$ cat src/rtl/pipe_hazard_ctrl.sv
// Hazard/redirect controller for the 5-stage pipeline: PC-update producer,
// IF/ID + ID/EX control, and saturating stall/redirect performance counters.
//
// Ports:
//   clk, rst (async, active-high)
//   id_*   : fields of the instruction in ID (pc+4, sources, beq/j, targets)
//   ex_*   : EX destination info (regwr, load, rd)
//   mem_*  : MEM load/rd and data-memory request; dmem_ready completes it
//   pc_wr, redirect, redirect_pc : PC-update interface
//   if_id_wr, if_id_flush, id_ex_bubble, pipe_freeze : pipeline control
//   stall_cycles, redirect_cnt   : performance counters
module pipe_hazard_ctrl #(
  parameter int unsigned CNT_W    = 16,
  parameter logic [31:0] RESET_PC = 32'h0000_3000
) (
  input  logic             clk,
  input  logic             rst,
  input  logic [31:0]      id_pc4,
  input  logic [4:0]       id_rs,
  input  logic [4:0]       id_rt,
  input  logic             id_uses_rt,
  input  logic             id_beq,
  input  logic             id_eq,
  input  logic             id_jump,
  input  logic [25:0]      id_jadr,
  input  logic [15:0]      id_boff,
  input  logic             ex_regwr,
  input  logic             ex_memrd,
  input  logic [4:0]       ex_rd,
  input  logic             mem_memrd,
  input  logic [4:0]       mem_rd,
  input  logic             mem_req,
  input  logic             dmem_ready,
  output logic             pc_wr,
  output logic             redirect,
  output logic [31:0]      redirect_pc,
  output logic             if_id_wr,
  output logic             if_id_flush,
  output logic             id_ex_bubble,
  output logic             pipe_freeze,
  output logic [CNT_W-1:0] stall_cycles,
  output logic [CNT_W-1:0] redirect_cnt
);

  typedef enum logic {
    RUN      = 1'b0,
    MEM_WAIT = 1'b1
  } state_e;

  state_e state_q, state_d;

  logic [CNT_W-1:0] stall_q, stall_d;
  logic [CNT_W-1:0] redir_q, redir_d;

  logic memstall;
  logic ex_dep;
  logic mem_dep;
  logic lu;
  logic bdep;
  logic take;

  logic row_frz;
  logic row_haz;
  logic row_take;
  logic row_run;

  logic [31:0] jump_tgt;
  logic [31:0] br_tgt;

  // ID reads r (r0 never creates a dependency)
  function automatic logic dep(
    input logic [4:0] r,
    input logic [4:0] rs,
    input logic [4:0] rt,
    input logic       uses_rt
  );
    return (r != 5'd0) &&
           ((r == rs) || (uses_rt && (r == rt)));
  endfunction

  // ---------------------------------------------------------------
  // hazard conditions
  // ---------------------------------------------------------------
  always_comb begin
    memstall = mem_req & ~dmem_ready;
    ex_dep   = dep(ex_rd, id_rs, id_rt, id_uses_rt);
    mem_dep  = dep(mem_rd, id_rs, id_rt, id_uses_rt);
    lu       = ex_memrd & ex_dep;
    // beq compares in ID, so it waits on any EX result and on
    // loads still in MEM
    bdep     = id_beq &
               ((ex_regwr & ex_dep) | (mem_memrd & mem_dep));
    take     = (id_beq & id_eq) | id_jump;
  end

  // mutually exclusive priority rows
  always_comb begin
    row_frz  = memstall |
               ((state_q == MEM_WAIT) & ~dmem_ready);
    row_haz  = ~row_frz & (lu | bdep);
    row_take = ~row_frz & ~row_haz & take;
    row_run  = ~row_frz & ~row_haz & ~take;
  end

  // ---------------------------------------------------------------
  // FSM: state register
  // ---------------------------------------------------------------
  always_ff @(posedge clk or posedge rst) begin
    if (rst) begin
      state_q <= RUN;
    end else begin
      state_q <= state_d;
    end
  end

  // FSM: next state
  always_comb begin
    state_d = state_q;
    unique case (state_q)
      RUN: begin
        if (memstall) begin
          state_d = MEM_WAIT;
        end
      end
      MEM_WAIT: begin
        if (dmem_ready) begin
          state_d = RUN;
        end
      end
      default: state_d = RUN;
    endcase
  end

  // FSM: outputs
  always_comb begin
    pc_wr        = 1'b0;
    redirect     = 1'b0;
    if_id_wr     = 1'b0;
    if_id_flush  = 1'b0;
    id_ex_bubble = 1'b0;
    pipe_freeze  = 1'b0;
    if (!rst) begin
      unique case (1'b1)
        row_frz: begin
          pipe_freeze = 1'b1;
        end
        row_haz: begin
          id_ex_bubble = 1'b1;
        end
        row_take: begin
          pc_wr       = 1'b1;
          redirect    = 1'b1;
          if_id_flush = 1'b1;
          if_id_wr    = 1'b1;
        end
        row_run: begin
          pc_wr    = 1'b1;
          if_id_wr = 1'b1;
        end
        default: begin
          pc_wr = 1'b0;
        end
      endcase
    end
  end

  // ---------------------------------------------------------------
  // redirect target (jump wins over branch)
  // ---------------------------------------------------------------
  always_comb begin
    jump_tgt = {id_pc4[31:28], id_jadr, 2'b00};
    br_tgt   = id_pc4 +
               {{14{id_boff[15]}}, id_boff, 2'b00};
    if (rst) begin
      redirect_pc = RESET_PC;
    end else if (id_jump) begin
      redirect_pc = jump_tgt;
    end else begin
      redirect_pc = br_tgt;
    end
  end

  // ---------------------------------------------------------------
  // saturating performance counters
  // ---------------------------------------------------------------
  always_comb begin
    stall_d = stall_q;
    redir_d = redir_q;
    if (!rst && !pc_wr && (stall_q != '1)) begin
      stall_d = stall_q + CNT_W'(1);
    end
    if (redirect && (redir_q != '1)) begin
      redir_d = redir_q + CNT_W'(1);
    end
  end

  always_ff @(posedge clk or posedge rst) begin
    if (rst) begin
      stall_q <= '0;
      redir_q <= '0;
    end else begin
      stall_q <= stall_d;
      redir_q <= redir_d;
    end
  end

  assign stall_cycles = stall_q;
  assign redirect_cnt = redir_q;

endmodule
$ cat config.mk
export PLATFORM = sky130hd
export DESIGN_NAME = pipe_hazard_ctrl
export DESIGN_NICKNAME = d
export VERILOG_FILES = /design/src/rtl/pipe_hazard_ctrl.sv
export SDC_FILE = /design/constraint.sdc
export NUM_CORES = 1
export LEC_CHECK = 0
export ABC_CLOCK_PERIOD_IN_PS = 3100
export BUFFER_PORTS_ARGS = -buffer_cell sky130_fd_sc_hd__buf_2
export CORE_MARGIN = 8
export CORE_UTILIZATION = 34
export DETAILED_ROUTE_END_ITERATION = 10
export PLACE_DENSITY = 0.71
export REMOVE_ABC_BUFFERS = 1
export SKIP_LAST_GASP = 1
export SYNTH_ARGS = -nofsm -noshare
export SYNTH_HDL_FRONTEND = slang
export SYNTH_SLANG_ARGS = --single-unit
$ cat constraint.sdc
create_clock -name clk -period 3.1 [get_ports clk]
set_input_delay 0 -clock clk [delete_from_list [all_inputs] [get_ports clk]]
set_output_delay 0 -clock clk [all_outputs]
set_load 0.05 [all_outputs]
# Yosys cells after proc, flatten, opt, wreduce, memory -nomap -nowiden
# Cells that the tools add are included.
[classes]
addsub = 3
n_eq_ne = 6
mux = 13
bitwise_logic = 20
n_reduce_logical = 14
[op_table]
columns = ["op", "n"]
rows = [
  ["$mux 32", 2],
  ["$add 16x1->16 const B", 2],
  ["$add 32x32->32", 1],
  ["$ne 16x16->1 const B", 2],
  ["$eq 5x5->1", 4],
  ["$and 1x1->1", 11],
  ["$mux 1", 10],
  ["$reduce_bool 5->1", 2],
  ["$logic_and 1x1->1", 7],
  ["$not 1->1", 5],
  ["$or 1x1->1", 4],
  ["$logic_not 1->1", 2],
  ["$logic_or 1x1->1", 2],
  ["$pmux 1 s2", 1],
  ["$reduce_or 2->1", 1],
]
[word_totals]
regBits = 33
inputBits = 105
out_inout_bits = 70
wordCells = 59

# Depth between registers and ports, before layout
# Gate-level depths: netlist of the first run.
[logic_depth]
word_depth = 18
mapped_depth = 10
depth_no_buf = 10

# Worst setup path before layout of the first run
# OpenSTA, ideal clock, no wires.
[synth_path]
path_type = "input to output"
from = "input port id_pc4[2]"
to = "output port redirect_pc[30]"
t_arrival_ps = 2746
t_required_ps = 3100
slack_ps = 354
stages = 9
n_path_buf = 0
path_cell_list = "ha_1 fa_1 a211oi_2 o21ai_1 a221oi_2 o21ai_2 a21oi_1 o21ai_0 o221ai_1"
[synth_via]
elab_chain_len = 3
[synth_lines]
columns = ["item", "line_no", "source"]
rows = [
  ["from (decl)", "18", "input logic [31:0] id_pc4,"],
  ["$add 32x32->32", "172", "br_tgt = id_pc4 +"],
  ["$mux 32", "176", "end else if (id_jump) begin"],
  ["$mux 32", "174", "if (rst) begin"],
  ["to (decl)", "36", "output logic [31:0] redirect_pc,"],
]
# No other way between the ends.

# Final worst setup path of the first run
[layout_path]
from = "input port id_pc4[14]"
to = "output port redirect_pc[31]"
# Same word-level chain as after synthesis.

==> results.txt, run 1 <==
Walking the worst path, the cells encountered are buf_2, ha_1, a211oi_1, nor2_1, o41ai_1, o21ai_0, o21ai_0, o21ai_0, a41oi_1, mux2_2, buf_2. The count of warnings emitted by yosys is 0, and the effective utilization at floorplan is 34.51%. In the synthesized netlist the async set-or-reset flop fraction comes to 100.0%.

In the final routed layout, each cell accounts on average for 15.46 um. The pin count of the biggest net entering global routing is 24, and the synthesized cell area is 3709 um2. Counting distinct cell types in the post-synthesis netlist gives 63. STA classifies the critical path startpoint as a primary input. The synthesis-to-layout area growth was 28.64%. At the pin with the least slew margin, the transition time is 0.6336 ns. The instance area after placement was 4684 um2. The clock tree buffer depth was 2; the sequential-to-total area share from yosys stat was 22.27%. STA puts the critical path data arrival time at 2.76 ns. The H-tree was split into 2 levels. A synthesized cell averages 8.045 um2.

The worst path uses 89.00% of the clock period. For the required time at the endpoint of the critical path, the log shows 3.10 ns. Setup violations remaining at the end of the flow were counted as 0. The critical path is of the primary input to output pin type. The post-CTS setup-driven buffer insertion count was 0; the remaining design rule violation count was 0. Across the routed clock network, the largest skew measured is 0.004626 ns. The worst setup path is captured at an output pin. The fraction of final layout cells sized beyond drive strength 1 came out at 32.28%.

The final estimated routing congestion in global placement was 0.9003. The number of sinks driven by the clock tree was 33. The largest individual stage delay along the critical path comes from the cell a41oi_1. The flow ran to the end, and the final reports show no timing, DRC or antenna violations. Summing all multi-input logic gate instances after layout gives 2715 um2.

Sequential cell area in the final layout: 825.8 um2. CTS placed an instance of clkbuf_8 at the clock tree root. Derived from the worst setup path, the maximum achievable clock frequency is 362.5 MHz. For the leakage power summed over all cells, the log shows 2.408 nW.

The die is 120.4 um wide. For the placed wire-length estimate after detailed placement, the log shows 9995 um. Detailed-route vias per instance: 5.187. The most used flip-flop cell after synthesis is dfrtp_1. Buffers placed on the I/O ports in this run total 174.

Buffers inserted to repair hold after CTS numbered 0. The run gives 0 as the final antenna-violating net count. The max-slew violation count is 0, and the clock-pin slew on the worst setup and hold paths is 0.06 ns. The worst supply voltage drop on vdd is 0.3763 mV. The logs give 4771 um2 for the final cell area excluding filler cells and 0 for the aggregate global routing overflow. The clock period could shrink to 2.759 ns. The number of nets at the end of the flow came out at 769. The most numerous cell type found on the critical path is o21ai_0. The first global-routing pass estimated 19,340 um of wire. The tools report the violation count after the first detailed-route iteration as 197. The tools report the clock insertion delay at the later pin of the skew report as 0.28 ns.

The repair_antennas step left the layout with diodes totalling 0. Post-CTS repair changed the size of 0 cells. Power spread over the standard cell area amounts to 433.7 nW/um2. The reported max-cap violation count was 0; the worst hold slack was 0.01802 ns. The tools report the setup TNS after final layout as 0 ns.

In this run the worst path has a maximum fanout of 5. The count of standard-cell rows is 38, and the number of synthesized flops with an enable pin is 0. The run gives 4,004 as the vias after detailed routing. The combined global-route utilization of all metal layers was 15.81%; the count of endpoints failing hold in the final timing report was 0. TritonCTS built the clock tree.

The tools report the filler cell count as 1,120. The initial antenna violation count was 0; the number of synthesized register bits was 33. For this block, the routed nets add up to 11,940 um of wire.

The die is 120.4 um tall. Number of placed instances, taps included: 765. Setup repair after global routing left no endpoint under its margin. The floorplan step defined a die boundary enclosing 14,510 um2. Buffers inserted during clock tree synthesis total 5. Count of placed standard cells in the final layout, fillers left out: 772. The tools report the core footprint as 10,750 um2. The maximum cell stage delay along the critical path is 0.42 ns, and the number of search-and-repair iterations in the first detailed-routing pass is 4. The worst slew slack as a fraction of its limit was 56.67%. After technology mapping, the gate count stands at 461.

The run gives 175 as the top-level I/O count. The via count of the first global-routing pass came out at 4,149. The tightest min-delay check is of the primary input to async pin type.
[sequential cells by signal, indices dropped and copies added (netlist names)]
name          flops
redirect_cnt     16
stall_cycles     16
state_q           1
[layout by cell type (no fill, tap or decap), drive strengths merged, types with 5 or more instances in the layout]
master / Yosys / layout
and3: 11 / 11
xor2: 11 / 11
o21bai: 6 / 6
o21ai: 21 / 21
nand4: 11 / 11
and2: 5 / 5
nand3: 23 / 23
dfrtp: 33 / 33
nor3: 11 / 11
buf: 6 / 179
clkbuf: 9 / 7
nand2: 64 / 64
ha: 31 / 31
a2111oi: 5 / 5
nor2: 38 / 38
a21o: 6 / 6
a21oi: 39 / 39
inv: 15 / 15
a211oi: 5 / 5
xnor2: 55 / 55
[per-stage QoR]
step,utilization [%],setup slack (ns),power [mW]
finish,44.40,0.3411,2.069
global route,44.40,0.1643,2.205
detailed placement,43.60,0.3483,1.762
floorplan,-,0.2523,1.417
global placement,43.60,0.3980,1.736
CTS,44.40,0.3224,2.086
[critical path: cells and delay by family]
family | cells | cell delay, ns
AO/OA/AOI/OAI | 6 | 1.61
multiplexers | 1 | 0.38
adder cells (fa/ha/maj) | 1 | 0.35
buffers and inverters | 2 | 0.31
AND/OR/NAND/NOR | 1 | 0.09
[where the power goes]
group | internal (mW) | switching [mW] | total, mW | leakage [nW]
Sequential | 0.497 | 0.0910 | 0.588 | 0.436
Combinational | 0.374 | 0.790 | 1.16 | 1.93
Clock | 0.176 | 0.142 | 0.317 | 0.0443
[synth_stat cells, types with 2 or more instances]
cell        n  area, um2
mux2_2      3      33.78
o221ai_1    2      17.52
dfrtp_1    33      825.8
ha_1       31      387.9
a221oi_2    2      30.03
buf_12      2      40.04
and4_1      3      26.28
a2111oi_0   4      35.03
a21oi_1    39      195.2
xor2_1     11      96.34
buf_4       2      15.01
and2_1      4      25.02
a21o_1      6      45.04
a211oi_2    2      25.02
and3_1      9      56.30
xnor2_1    55      481.7
o21ai_0    19      95.09
a211oi_1    3      22.52
nand2b_1    2      12.51
inv_1      15      56.30
o211ai_1    4      30.03
nand2_1    64      240.2
clkbuf_1    8      30.03
a21boi_0    3      22.52
and3_2      2      15.01
mux2i_1     4      40.04
a22o_1      3      26.28
nor2_1     38      142.6
nor2b_1     2      12.51
o21a_1      2      15.01
nor3_1     11      55.05
o21bai_1    6      45.04
a221o_1     2      20.02
nand3_1    23      115.1
a31oi_1     2      12.51
or3_1       4      25.02
nand4_1    10      62.56
[final timing paths]
check / start / to / slack, ns / cells after the start
worst max-delay path: id_pc4[14] / redirect_pc[31] / 0.34 / 11
worst min-delay path: rst / stall_cycles[5] / 0.02 / 2
worst max register to register: stall_cycles[6] / stall_cycles[15] / 0.70 / 8
worst min register to register: redirect_cnt[11] / redirect_cnt[11] / 0.49 / 1
max in group asynchronous: rst / redirect_cnt[7] / 2.38 / 3
min in group clk: dmem_ready / state_q / 0.11 / 3
[cell type report]
cell class	count	share of cell area, %
inverters	16	1.259
repair buffers	179	19.04
well taps	140	3.672
clock buffers	7	1.810
multi-input cells	397	56.91
flip-flops and latches	33	17.31
[routing by layer]
metal  GRT usage (%)  share of wire [%]  routed length, um
met2           28.76                 49               5851
met4           2.732                1.3                156
met3           3.590                6.8                809
met1           18.67                 43               5121
met5               0                  0                  0
[logic make-up after synthesis]
| family | after synthesis | share of synthesized area (%) |
|---|---|---|
| adder cells (fa/ha/maj) | 32 | 11.00 |
| AO/OA/AOI/OAI | 113 | 21.15 |
| XOR/XNOR | 66 | 15.59 |
| buffers and inverters | 31 | 4.520 |
| AND/OR/NAND/NOR | 179 | 23.48 |
| multiplexers | 7 | 1.991 |
| flip-flops | 33 | 22.27 |
(Power assumes the default switching activity.)
==> inputs of run 2 (changes only) <==
--- a/config.mk
+++ b/config.mk
@@ -5,7 +5,7 @@
 export SDC_FILE = /design/constraint.sdc
 export NUM_CORES = 1
 export LEC_CHECK = 0
-export ABC_CLOCK_PERIOD_IN_PS = 3100
+export ABC_CLOCK_PERIOD_IN_PS = 2750
 export BUFFER_PORTS_ARGS = -buffer_cell sky130_fd_sc_hd__buf_2
 export CORE_MARGIN = 8
 export CORE_UTILIZATION = 34
==> constraint.sdc (replaced) <==
create_clock -name clk -period 2.75 [get_ports clk]
set_input_delay 0 -clock clk [delete_from_list [all_inputs] [get_ports clk]]
set_output_delay 0 -clock clk [all_outputs]
set_load 0.05 [all_outputs]
==> results.txt, run 2 (synthesis gave the netlist of run 1 again) <==
The run finished with clean final reports. Cell count of the worst reg-to-reg path: 8. The tools report the destination of the critical timing path as redirect_pc[24]. The via count of the first global-routing pass was 4,060; the synthesis-to-layout area growth was 31.65%.

In this run the vertical extent of the chip is 120.4 um. In this design, the stage delay of the slowest critical-path cell is 0.39 ns. The routed layout has 3,982 vias. Entering global routing, the biggest net connects 34 pins. The number of H-tree levels came out at 2.

The combined global-route utilization of all metal layers is 15.89%, and the worst-case clock skew is 0.009174 ns. The signal on the critical path passes through buf_2, ha_1, fa_2, a211oi_4, o21ai_2, a221oi_2, o21ai_2, a2111oi_2, nor3_1, xor2_1, a22o_1, clkbuf_4. The critical register-to-register path endpoint was redirect_cnt[14]. The clock buffer count from CTS is 5, and the max-slew violation count is 0. The total power draw was 2.462 mW; the final core area utilization was 45.44%. The sequential cells in the finished layout cover a total of 825.8 um2.

The first detailed-routing pass took 4 iterations. Max-cap violations in this run came to 0. The worst setup path is launched from a primary input.

For the clock tree buffer depth, the log shows 2. Summing all non-filler instances in the final layout gives an area of 4882 um2. The initial antenna violation count was 0.

In the final design database the tool counted 774 nets. Dividing the detail-routed via count by the number of cells gives 5.118. Row generation in the floorplan step produced 38 rows. The cell with the biggest individual delay on the critical path was fa_2. Setup violations remaining at the end of the flow were counted as 0. Along the worst path, the maximum fanout reaches 3. The worst-case IR drop observed on VDD is 0.5049 mV. The run gives 0 as the count of endpoints failing hold in the final timing report. At the placement stage, the worst setup path has a slack of 0.05366 ns. The total internal power is 1.289 mW, and the fraction of final layout cells sized beyond drive strength 1 is 33.54%. The worst setup path is of the primary input to output pin kind. Summed over all layers, the global routing overflow is 0.

The die outline width is 120.4 um, and the fraction of the cycle the final worst path needs is 95.95%. The combined area of the multi-input logic cells is 2741 um2, and the highest achievable clock rate is 379.0 MHz. The run gives 26.9% as the register share of total power. The floorplan step defined a core boundary enclosing 10,750 um2.

In the layout the commonest cells are 172 x buf_2, 64 x nand2_1, 55 x xnor2_1, 38 x nor2_1, 38 x a21oi_1. The tools report the type of destination of the critical path as an output pin. The setup TNS after final layout was 0 ns.

The tools report the master cell of the clock root buffer as clkbuf_8. The detailed-route wire length per cell was 15.24 um. The filler cell count was 1,112. The tools report the launching point of the worst reg2reg path as redirect_cnt[2]. For the worst-skew pair, the clock arrives at the later sink with an insertion delay of 0.29 ns.

Setup repair after global routing could not meet its margin everywhere. The tools report the internal reg-to-reg setup slack as 0.37 ns. The number of sinks driven by the clock tree was 33; the remaining design rule violation count was 0. The HPWL after detailed placement is 9940 um. The floorplan step defined a die boundary enclosing 14,510 um2. For the worst setup path, the data required time is 2.75 ns. The number of port buffers was 174. The effective utilization at floorplan is 34.51%, and the net switching power of the design is 1.173 mW. Net switching is 47.64% of the power. Combinational cells account for 53.9% of the total power. For this block, the routed nets add up to 11,860 um of wire.

TritonCTS built the clock tree. The min-delay analysis places its worst path in the category primary input to flip-flop. Instance area after placement: 4737 um2. The leakage power summed over all cells was 2.453 nW. The first global-routing pass estimated 19,570 um of wire. For the pin with the worst max-slew slack, the measured transition is 0.5413 ns. After clock tree synthesis, the clock-pin slew on the worst setup and hold paths is 0.07 ns. Headroom to the max-slew limit came out at 62.98%. Pin placement for this block handled 175 I/O pins.

The detailed router finished its first iteration with 240 violations. The library cell used most frequently in the layout, excluding fill and tap cells, is buf_2. After clock tree synthesis, the setup repair step added 0 buffers.

Power density over cell area: 504.3 nW/um2. The clock share of power is 19.2%, and the final antenna-violating net count is 0. Setup slack on the critical path of the routed design comes to 0.1115 ns. The most critical setup path has its startpoint at id_pc4[2].

For the data arrival time of the worst path, the log shows 2.64 ns. Cell with the most instances on the worst path: o21ai_2. The final estimated routing congestion in global placement was 0.9000; the antenna diode instance count was 0. Counting I/O delays and the setup requirement, the final critical path takes 2.639 ns.
## run 2: changes by cell type in the layout (fill, tap and decap cells not counted), sizes merged
cell	previous run	this run
bufinv	0	1
buf	179	183
clkbuf	7	8
## run 2: critical path: cells and delay by family
kind / cells / cell delay [ns]
AOI/OAI and AO/OA: 6 / 1.44
buffers and inverters: 2 / 0.31
xor gates and xnor gates: 1 / 0.16
and+or+nand+nor: 1 / 0.12
adders and majority gates: 2 / 0.61
## run 2: cell type report
cell class / count / share of cell area, %
inverters: 16 / 1.230
repair buffers: 184 / 19.73
clock inverters: 1 / 0.6151
multi-input cells: 397 / 56.15
well taps: 140 / 3.588
flip-flops and latches: 33 / 16.91
clock buffers: 7 / 1.768
## run 2: how the worst min path moves through the flow
stage	slack, ns	cells past startpoint	from	to
6_report	0.10	3	dmem_ready	state_q
5_1_grt	0.09	3	dmem_ready	state_q
4_1_cts	0.09	3	dmem_ready	state_q
3_5_place_dp	0.39	3	dmem_ready	state_q
3_3_place_gp	0.39	3	dmem_ready	state_q
2_1_floorplan	0.12	1	rst	if_id_flush
## run 2: repair_timing
action,in CTS,in global routing
setup endpoints to repair,0,6
resized for setup,0,7
hold buffers,0,0
## run 2: stage by stage
stage               instances  hold WS [ns]
detailed placement        770        0.3898
global placement          770        0.3892
CTS                       778       0.09214
floorplan                 446        0.1185
global route              778       0.09401
finish                    778        0.1002
## run 2: power groups by stage
stage / combinational [mW] / clock (mW) / sequential [mW]
2_1_floorplan: 0.688 / 0 / 0.909
3_3_place_gp: 1.30 / 0 / 0.666
3_5_place_dp: 1.32 / 0 / 0.671
4_1_cts: 1.33 / 0.481 / 0.661
5_1_grt: 1.43 / 0.510 / 0.676
6_report: 1.33 / 0.473 / 0.662
## run 2: layer usage
metal	track usage, %	vias to the layer above	part of all wire [%]
li1	-	2009	-
met3	3.497	7	6.5
met1	19.78	1834	45
met5	0	-	0
met4	1.561	0	0.40
met2	28.27	132	48
